--- src/rtl/pipe_ctrl_pkg.sv ---
// Shared types and constants for the pipeline hazard/stall controller.
package pipe_ctrl_pkg;

  localparam int unsigned REG_IDX_W = 5;

  typedef enum logic [0:0] {
    RUN     = 1'b0,
    MC_WAIT = 1'b1
  } state_t;

endpackage

--- src/rtl/pipe_ctrl_load_use_detect.sv ---
// Combinational load-use hazard check between the EX load and the ID sources.
module load_use_detect
  import pipe_ctrl_pkg::*;
(
  input  logic [REG_IDX_W-1:0] idRs1,
  input  logic [REG_IDX_W-1:0] idRs2,
  input  logic                 idUsesRs2,
  input  logic [REG_IDX_W-1:0] exRd,
  input  logic                 exMemRead,
  input  logic                 exRegWrite,
  output logic                 hazard
);

  always_comb begin
    hazard = exMemRead && exRegWrite && (exRd != '0) &&
             ((exRd == idRs1) || (idUsesRs2 && (exRd == idRs2)));
  end

endmodule

--- src/rtl/pipe_ctrl.sv ---
// Pipeline stall/flush controller with multi-cycle unit handshake and timeout.
// Optional freeze-cycle counter enabled by defining PIPE_CTRL_STALL_CNT_EN.
module pipe_ctrl
  import pipe_ctrl_pkg::*;
#(
  parameter int unsigned MC_TIMEOUT = 64,
  parameter int unsigned CNT_W      = 16
) (
  input  logic                 clk,
  input  logic                 rst,
  input  logic [REG_IDX_W-1:0] id_rs1,
  input  logic [REG_IDX_W-1:0] id_rs2,
  input  logic                 id_uses_rs2,
  input  logic [REG_IDX_W-1:0] ex_rd,
  input  logic                 ex_mem_read,
  input  logic                 ex_reg_write,
  input  logic                 ex_mc,
  input  logic                 branch_taken,
  input  logic                 mc_done,
  output logic                 pc_en,
  output logic                 if_id_en,
  output logic                 id_ex_en,
  output logic                 if_id_flush,
  output logic                 id_ex_flush,
  output logic                 ex_mem_flush,
  output logic                 mc_start,
  output logic                 mc_err,
  output logic [CNT_W-1:0]     stall_cnt
);

  localparam int unsigned TO_W = (MC_TIMEOUT > 1) ? $clog2(MC_TIMEOUT) : 1;
  localparam logic [TO_W-1:0] TO_LAST = TO_W'(MC_TIMEOUT - 1);

  state_t          state, stateNext;
  logic [TO_W-1:0] toCnt, toCntNext;
  logic            errSet;
  logic            loadUse;

  load_use_detect uLoadUse (
    .idRs1      (id_rs1),
    .idRs2      (id_rs2),
    .idUsesRs2  (id_uses_rs2),
    .exRd       (ex_rd),
    .exMemRead  (ex_mem_read),
    .exRegWrite (ex_reg_write),
    .hazard     (loadUse)
  );

  always_ff @(posedge clk) begin
    if (rst) begin
      state  <= RUN;
      toCnt  <= '0;
      mc_err <= 1'b0;
    end else begin
      state <= stateNext;
      toCnt <= toCntNext;
      if (errSet) mc_err <= 1'b1;
    end
  end

  // Outputs are forced to the idle pattern while rst is high, whatever the inputs.
  always_comb begin
    pc_en        = 1'b1;
    if_id_en     = 1'b1;
    id_ex_en     = 1'b1;
    if_id_flush  = 1'b0;
    id_ex_flush  = 1'b0;
    ex_mem_flush = 1'b0;
    mc_start     = 1'b0;
    stateNext    = state;
    toCntNext    = toCnt;
    errSet       = 1'b0;
    if (!rst) begin
      case (state)
        RUN: begin
          if (branch_taken) begin
            if_id_flush = 1'b1;
            id_ex_flush = 1'b1;
          end else if (ex_mc) begin
            mc_start     = 1'b1;
            pc_en        = 1'b0;
            if_id_en     = 1'b0;
            id_ex_en     = 1'b0;
            ex_mem_flush = 1'b1;
            stateNext    = MC_WAIT;
            toCntNext    = '0;
          end else if (loadUse) begin
            pc_en       = 1'b0;
            if_id_en    = 1'b0;
            id_ex_flush = 1'b1;
          end
        end
        MC_WAIT: begin
          if (mc_done) begin
            stateNext = RUN;
          end else if (toCnt == TO_LAST) begin
            stateNext = RUN;
            errSet    = 1'b1;
          end else begin
            pc_en        = 1'b0;
            if_id_en     = 1'b0;
            id_ex_en     = 1'b0;
            ex_mem_flush = 1'b1;
            toCntNext    = toCnt + 1'b1;
          end
        end
        default: stateNext = RUN;
      endcase
    end
  end

`ifdef PIPE_CTRL_STALL_CNT_EN
  logic [CNT_W-1:0] stallCnt;

  always_ff @(posedge clk) begin
    if (rst) begin
      stallCnt <= '0;
    end else if (!pc_en && (stallCnt != '1)) begin
      stallCnt <= stallCnt + 1'b1;
    end
  end

  assign stall_cnt = stallCnt;
`else
  assign stall_cnt = '0;
`endif

endmodule

--- config.mk ---
export PLATFORM = sky130hd
export DESIGN_NAME = pipe_ctrl
export DESIGN_NICKNAME = d
export VERILOG_FILES = /design/src/rtl/pipe_ctrl_pkg.sv /design/src/rtl/pipe_ctrl_load_use_detect.sv /design/src/rtl/pipe_ctrl.sv
export SDC_FILE = /design/constraint.sdc
export NUM_CORES = 1
export LEC_CHECK = 0
export BUFFER_PORTS_ARGS = -buffer_cell sky130_fd_sc_hd__buf_2
export CAP_MARGIN = 10
export CORE_AREA = 2 2 43 45
export CTS_CLUSTER_SIZE = 24
export DETAILED_ROUTE_END_ITERATION = 12
export DIE_AREA = 0 0 45 47
export MAX_ROUTING_LAYER = met4
export PLACE_DENSITY_LB_ADDON = 0.25
export SYNTH_ARGS = -nofsm -noshare
export SYNTH_HDL_FRONTEND = slang
export SYNTH_SLANG_ARGS = --single-unit
--- constraint.sdc ---
create_clock -name clk -period 3.25 [get_ports clk]
set_input_delay 0.4875 -clock clk [delete_from_list [all_inputs] [get_ports clk]]
set_output_delay 0.4875 -clock clk [all_outputs]
set_load 0.05 [all_outputs]
# Word level (Yosys, flattened, before mapping)

Index checks and enable logic that the tools add are counted.
Widths: inputs -> output; s select.

Muxes and demuxes: 35
Add/sub/neg operators: 1
Bitwise gates (word level): 1
Reduce and logical (&&, ||, !) cells: 7
Equal/unequal tests: 7

Operators by type and width:

| operator            | count |
|---|---|
| $mux 1              | 27 |
| $mux 6              | 4 |
| $pmux 6 s2          | 1 |
| $eq 5x5->1          | 2 |
| $ne 2x2->1 const B  | 4 |
| $add 6x1->6 const B | 1 |
| $eq 6x6->1 const B  | 1 |
| $pmux 1 s2          | 3 |
| $reduce_bool 5->1   | 1 |
| $logic_and 1x1->1   | 4 |
| $reduce_and 4->1    | 1 |
| $logic_or 1x1->1    | 1 |
| $not 1->1           | 1 |

Logic and storage cells: 54
Register bits after elaboration: 8
Input bits: 23
Output and inout port bits: 24

# Longest topological paths before layout

Gate-level depths: netlist (run 1).

Depth in word-level cells: 9
Mapped depth: 6
Gate-level depth less buffers: 5

# Modules after synthesis

Synthesis (run 1) repeated with hierarchy kept, for this count alone.

Cells, all modules: 94
Area, all modules: 760.7 um^2

By module, submodules not included:

| module          | sequential area each (um^2) | cells an instance | times used | area each (um^2) |
|---|---|---|---|---|
| pipe_ctrl       | 160.2                       | 77                | 1          | 626.9 |
| load_use_detect | 0.0                         | 17                | 1          | 133.9 |

# Least setup slack after synthesis (run 1)

No wires, ideal clock.

Kind: input-to-output
Start: in rst
End: out mc_start
Path slack: 484 ps
Arrival: 2,279 ps
Required time: 2,762 ps
Stages on the path: 2
Path through: clkbuf_1 nor4b_1

Word-level cells in the longest chain between the ends: 1

RTL lines:

| what        | RTL line        | text |
|---|---|---|
| from (decl) | pipe_ctrl.sv:10 | `input logic rst,` |
| $mux 1      | pipe_ctrl.sv:73 | `if (!rst) begin` |
| to (decl)   | pipe_ctrl.sv:26 | `output logic mc_start,` |

Every way passes these cells.

# Worst setup path in the final report (run 1)

Start: reg toCnt[0]
End: out if_id_en

Word-level cells in the longest chain between the ends: 5

RTL lines:

| what                   | RTL line        | text |
|---|---|---|
| from (decl)            | pipe_ctrl.sv:35 | `logic [TO_W-1:0] toCnt, toCntNext;` |
| from (signal assigned) | pipe_ctrl.sv:56 | `toCnt <= toCntNext;` |
| $eq 6x6->1             | pipe_ctrl.sv:96 | `end else if (toCnt == TO_LAST) begin` |
| $mux 1                 | pipe_ctrl.sv:96 |  |
| $mux 1                 | pipe_ctrl.sv:94 | `if (mc_done) begin` |
| $pmux 1 s2             | pipe_ctrl.sv:74 | `case (state)` |
| $mux 1                 | pipe_ctrl.sv:73 |  |
| to (decl)              | pipe_ctrl.sv:21 | `output logic if_id_en,` |

Every way passes these cells.

==> metrics.cfg, run 1 <==
[global_routing]
grt_usage = 0.1326
grt_pass1_wl_um = 1945
grt_max_degree = 14
antenna_found_initial = 0
grt_overflow = 0
grt_pass1_vias = 514

[logic_synthesis]
synth_flop_cell = dfxtp_1
muxShareOfSynthArea = 0
synth_largest_area_cell = dfxtp_1
synth_simple_gate_area_frac = 0.2322
ys_seq_area_frac = 0.2340
synth_edf_count = 0
ys_warn_count = 0
avgSynthCellArea_um2 = 7.777
synth_seq_cells = 8
synth_top_family_by_area = simple AND/OR/NAND/NOR gates
yosysTopAreaCellShare = 0.2340
synthTopCellsByCount = buf_4 (18), xor2_1 (10), dfxtp_1 (8), nor2_1 (7), a21oi_1 (5)
synth_cells = 88
synth.top_cells.by_area = dfxtp_1 (23%), buf_4 (20%), xor2_1 (13%)
ys_async_sr_fraction = 0
synth_adder_area_share = 0.01828
synth_most_common_cell = buf_4
synth_compound_area_frac = 0.1499
yosys.area_share.xor_xnor = 0.1408
synth.distinct_cells = 27
syn_area_um2 = 684.4

[place]
place_congestion = 0.7153
io_buffers = 30
dpl-instance-area_um2 = 773.2
placedCellCount = 131
place_hpwl_um = 1070

[route]
drt-vias-per-instance = 4.597
wl_per_cell_um = 9.216
drcViolationCount = 0
drtAntennaViolNets = 0
firstDrtPassIters = 4
drt_iter0_drc = 8
via_count = 616
routed_wl_um = 1235

[die]
core-area_mm2 = 0.001652
pin_count = 47
dieArea_mm2 = 0.002115
fp.dieW_um = 45
dieHeight_um = 47
initial_core_util = 0.4144
std_cell_rows = 15

[clocking]
clkTransAtPathRegs_ns = 0.05
post_cts.repair.setup_buffers = 0
ctsHoldBuffers = 0
h-tree-depth = 1
clock-sinks = 8
post_cts_resized = 0
cts_tree = done
cts_buffers = 3
clockBufferDepth = 2
root_buffer = clkbuf_4
clkLatencyLatePin_ns = 0.26

[sta]
fin_skew_ns = 0.007410
max_slew_margin = 0.4341
tightest_slew_ns = 0.8489
hold_viol_final = 0
fin_tns_setup_ns = 0
finalCritPeriodShare = 0.8352
drv_slew = 0
rsz0062_at_grt = false
setup_viol = 0
period_minus_slack_ns = 2.714
fmax_mhz = 368.4

[flow_run]
maxCapViolCount = 0

[power]
p_clk_frac = 0.262
cellPowerDensity_mw_per_mm2 = 359.4
p_int_uw = 168.6
combPwrFrac = 0.378
leakage_uw = 0.0003709
p_sw_frac = 0.4107
pwr-share-seq = 0.360
power.switching_uw = 117.5
power_uw = 286.0
ir_drop_uv = 177.8

[worst_setup_path]
required_ns = 2.76
cp.buffers_inverters = 1
cp-start-kind = flop
cp-end-kind = output pin
critPathLaunch = toCnt[0]
reg2reg_depth = 5
crit_chain = ha_1, nand3_1, o22ai_1, o32a_1, buf_2
arrival_ns = 2.23
critPathSlowestCell = o22ai_1
rrSetupSlack_ns = 1.43
crit_type = reg2out
critPathMaxStageDelay_ns = 0.68
path_max_fanout = 13
critPathTopFamily = compound AO/OA/AOI/OAI gates
reg2reg_from = toCnt[0]
r2r_end = toCnt[3]

[layout]
area_delta_synth_final_pct = 16.27
n_fill_cell = 181
drive_above_1_share = 0.3162
layout.nets = 143
antenna-diode-count = 0
design_area_um2 = 795.8
instances_no_fill = 134

[worst_hold_path]
whs_path_depth = 2
min_from = mc_err
hp-class = reg2reg
hold_path_end = mc_err

[outcome]
status = complete, no violations

==> kinds of logic after synthesis <==
logic type | count (synthesis)
AOI/OAI and AO/OA | 16
xor gates and xnor gates | 11
adders and majority gates | 1
buffers and inverters | 22
DFF | 8
other | 1
and+or+nand+nor | 29
==> power by group through the flow <==
| stage | registers [uW] | clock network, uW | logic (uW) |
|---|---|---|---|
| 4_1_cts | 103 | 80.0 | 108 |
| 3_3_place_gp | 105 | 0 | 107 |
| 2_1_floorplan | 104 | 0 | 100 |
| 6_report | 103 | 75.0 | 108 |
| 3_5_place_dp | 105 | 0 | 108 |
| 5_1_grt | 103 | 82.5 | 116 |
==> sequential cells by signal (all words and copies together), names as in the netlist <==
register	cells
mc_err	1
toCnt	6
state	1
==> worst max-delay path by stage <==
stage	depth (start not counted)	to	slack (ns)
final	5	if_id_en	0.54
after global routing	5	pc_en	0.35
after CTS	5	if_id_en	0.55
after detailed placement	5	if_id_en	0.83
after global placement	5	if_id_en	0.85
after floorplan	2	mc_start	0.48
==> layer usage <==
metal	vias up	track usage	part of all wire
li1	330	-	-
met1	259	0.1429	0.42
met2	27	0.2229	0.49
met3	0	0.04615	0.090
met4	0	0.05294	0
met5	-	-	0
==> cells in the final DEF, fill, tap and decap left out, drive strengths merged, types with 2 or more instances in the layout <==
cell type   n
a21oi       5
buf        30
clkbuf      3
conb       16
dfxtp       8
inv         3
nand2       4
nand3       4
nor2        7
nor3        2
o21ai       4
o31ai       2
or2         2
or3         4
or4         2
xor2       10
==> stage by stage <==
stage / utilization / hold WS, ns / setup WS (ns)
6_report: 0.4818 / 0.4658 / 0.5356
5_1_grt: 0.4818 / 0.5072 / 0.3535
4_1_cts: 0.4818 / 0.4761 / 0.5541
3_5_place_dp: 0.4682 / 0.4626 / 0.8305
3_3_place_gp: 0.4682 / 0.4498 / 0.8467
2_1_floorplan: - / 0.4508 / 0.4838
==> area by class of cell <==
type                    count  area, um^2  share of cell area
clock buffers               3       22.52             0.02830
well taps                  17       21.27             0.02673
multi-input cells          73       430.4              0.5409
flip-flops and latches      8       160.2              0.2013
inverters                   3       11.26             0.01415
repair buffers             30       150.1              0.1887
==> worst reg2reg max path: cells and delay by family, from the launching register on <==
family / cells / cell delay, ns
AOI/OAI and AO/OA: 3 / 1.02
and+or+nand+nor: 1 / 0.12
adders and majority gates: 1 / 0.22
DFF: 1 / 0.39
(Power assumes the default switching activity.)
==> run 2: changes to the inputs <==
ABC_AREA = 1   (was not set)
CORE_AREA = 2 2 47 49   (was 2 2 43 45)
DIE_AREA = 0 0 49 51   (was 0 0 45 47)
clock period = 2.5 ns   (was 3.25 ns; I/O delays follow)
==> run 2 against run 1 <==
Effect of this change:
- non-clock buffer count unchanged
- register-to-register slack worse by 0.27 ns
- core utilization down 2.2 points
- via count up 35%
- count of clock-buffer cells in the layout unchanged
- sequential power up 29%
- sequential cell count unchanged
- first-iteration DRC count up 63%
- synthesized cell count up 61%
- global-route usage up 1.1 points
- combinational power up 49%
==> metrics.cfg, run 2 <==
[clocking]
cts_buffers = 3  ; unchanged
ctsHoldBuffers = 0  ; unchanged
h-tree-depth = 1  ; unchanged
cts_tree = done
clock-sinks = 8  ; unchanged
post_cts_resized = 0  ; unchanged
clockBufferDepth = 2  ; unchanged
clkLatencyLatePin_ns = 0.25  ; about the same
clkTransAtPathRegs_ns = 0.05  ; about the same
post_cts.repair.setup_buffers = 0  ; unchanged
root_buffer = clkbuf_4

[place]
placedCellCount = 198  ; +51%
io_buffers = 30  ; unchanged
place_congestion = 0.8432  ; +18%
pre_cts_slack_ns = 0.7281  ; -0.1025 ns
place_hpwl_um = 1386  ; +30%
dpl-instance-area_um2 = 925.9  ; +20%

[logic_synthesis]
synth_largest_area_cell = nand2_1
synth_edf_count = 0  ; unchanged
syn_area_um2 = 812.0  ; +19%
ys_seq_area_frac = 0.1972  ; -0.03678
synthTopCellsByCount = nand2_1 (43), inv_1 (23), nor2_1 (19), buf_4 (17), nand3_1 (9)
ys_async_sr_fraction = 0  ; unchanged
yosysTopAreaCellShare = 0.1988  ; -0.03524
ys_warn_count = 0  ; unchanged
synth.distinct_cells = 23  ; -15%
synth_flop_cell = dfxtp_1
synth.top_cells.by_area = nand2_1 (20%), dfxtp_1 (20%), buf_4 (16%)
avgSynthCellArea_um2 = 5.719  ; -26%
synth_most_common_cell = nand2_1
synth_seq_cells = 8  ; unchanged
synth_cells = 142  ; +61%

[global_routing]
grt_pass1_vias = 745  ; +45%
grt_overflow = 0  ; unchanged
antenna_found_initial = 0  ; unchanged
grt_max_degree = 8  ; -6
grt_usage = 0.1441  ; +0.01144
grt_pass1_wl_um = 2808  ; +44%

[sta]
rsz0062_at_grt = false
period_minus_slack_ns = 2.037
fin_skew_ns = 0.005242  ; -0.002168 ns
finalCritPeriodShare = 0.8147
fmax_mhz = 491.0
hold_viol_final = 0  ; unchanged
fin_tns_setup_ns = 0  ; unchanged
setup_viol = 0  ; unchanged
drv_slew = 0  ; unchanged
final.setup.worst_slack_ns = 0.4632  ; -0.07234 ns

[layout]
antenna-diode-count = 0  ; unchanged
layout_common_cells = nand2_1 (43), buf_2 (30), inv_1 (23)
largest_reg_flops = 6  ; unchanged
n_fill_cell = 248  ; +37%
reg.largest.list = toCnt: 6 flops, mc_err: 1 flops, state: 1 flops
regMostFlops = toCnt
final_common_cell = nand2_1
design_area_um2 = 948.4  ; +19%
area_delta_synth_final_pct = 16.80
instances_no_fill = 201  ; +50%
layout.nets = 199  ; +39%
final_core_util = 0.4597  ; -0.02215
drive_above_1_share = 0.2312  ; -0.08503

[route]
drtAntennaViolNets = 0  ; unchanged
routed_wl_um = 1567  ; +27%
drt_iter0_drc = 13  ; +5
wl_per_cell_um = 7.796  ; -15%
drt-vias-per-instance = 4.134  ; -10%
firstDrtPassIters = 6  ; +2
drcViolationCount = 0  ; unchanged
via_count = 831  ; +35%

[worst_setup_path]
critPathMostFrequentCell = nand2_1
critPathLaunch = toCnt[0]
cp-end-kind = output pin
arrival_ns = 1.66  ; -0.57 ns
critPathMaxStageDelay_ns = 0.32  ; -0.36 ns
reg2reg_from = toCnt[0]
crit_chain = ha_1, nand2_1, nor2_1, nand2_1, nand3_4, inv_4, nand2_2, inv_1, buf_2
cp-start-kind = flop
path_max_fanout = 7  ; -6
required_ns = 2.12  ; -0.64 ns
critPathSlowestCell = dfxtp_1
crit_type = reg2out

[die]
std_cell_rows = 17  ; +2
initial_core_util = 0.3936  ; -0.02082
core-area_mm2 = 0.002063  ; +25%
pin_count = 47  ; unchanged
dieHeight_um = 51  ; +8.5%
fp.dieW_um = 49  ; +8.9%
dieArea_mm2 = 0.002499  ; +18%

[worst_hold_path]
min_from = rst
hp-class = in2reg

[power]
ir_drop_uv = 394.8  ; +120%
leakage_uw = 0.0005614  ; +51%
cellPowerDensity_mw_per_mm2 = 411.6  ; +15%

[flow_run]
maxCapViolCount = 0  ; unchanged

[outcome]
status = complete, no violations

==> run 2: final timing paths <==
kind	endpoint	slack (ns)	cells past startpoint
worst max-delay path	ex_mem_flush	0.46	9
worst min-delay path	toCnt[3]	0.37	2
worst max register to register	toCnt[5]	1.16	9
worst min register to register	mc_err	0.48	1
==> run 2: kinds of logic after synthesis <==
group	after synthesis	share of synthesized area
and+or+nand+nor	78	0.4145
buffers and inverters	42	0.2758
AOI/OAI and AO/OA	9	0.06010
DFF	8	0.1972
xor gates and xnor gates	3	0.03236
adders and majority gates	1	0.01541
other	1	0.004618
==> run 2: power by group <==
| group | switching (uW) | internal, uW |
|---|---|---|
| combinational | 124 | 36.9 |
| clock | 41.5 | 54.8 |
| sequential | 2.99 | 130 |
==> run 2: worst max-delay path: cells and delay by family (launching register included) <==
kind | cells | cell delay [ns]
adder cells (fa/ha/maj) | 1 | 0.23
flip-flops | 1 | 0.32
AND/OR/NAND/NOR | 5 | 0.46
buffers and inverters | 3 | 0.41
==> run 2: through the flow <==
step                      power [uW]  hold slack (ns)
after floorplan                280.7           0.4441
final                          390.4           0.3716
after global routing           417.3           0.3819
after CTS                      398.0           0.3621
after global placement         295.6           0.4496
after detailed placement       297.3           0.4600
==> run 2: layout make-up <==
cell class	count	area, um^2	area share
multi-input cells	107	484.2	0.5106
clock buffers	3	22.52	0.02375
repair buffers	30	150.1	0.1583
inverters	25	96.34	0.1016
well taps	28	35.03	0.03694
flip-flops and latches	8	160.2	0.1689
==> run 2: per-layer routing <==
metal | GRT usage | vias up | part of all wire
met5 | - | - | 0
met2 | 0.2489 | 20 | 0.48
met3 | 0.04386 | 0 | 0.048
met1 | 0.1720 | 353 | 0.47
met4 | 0.01429 | 0 | 0
li1 | - | 458 | -
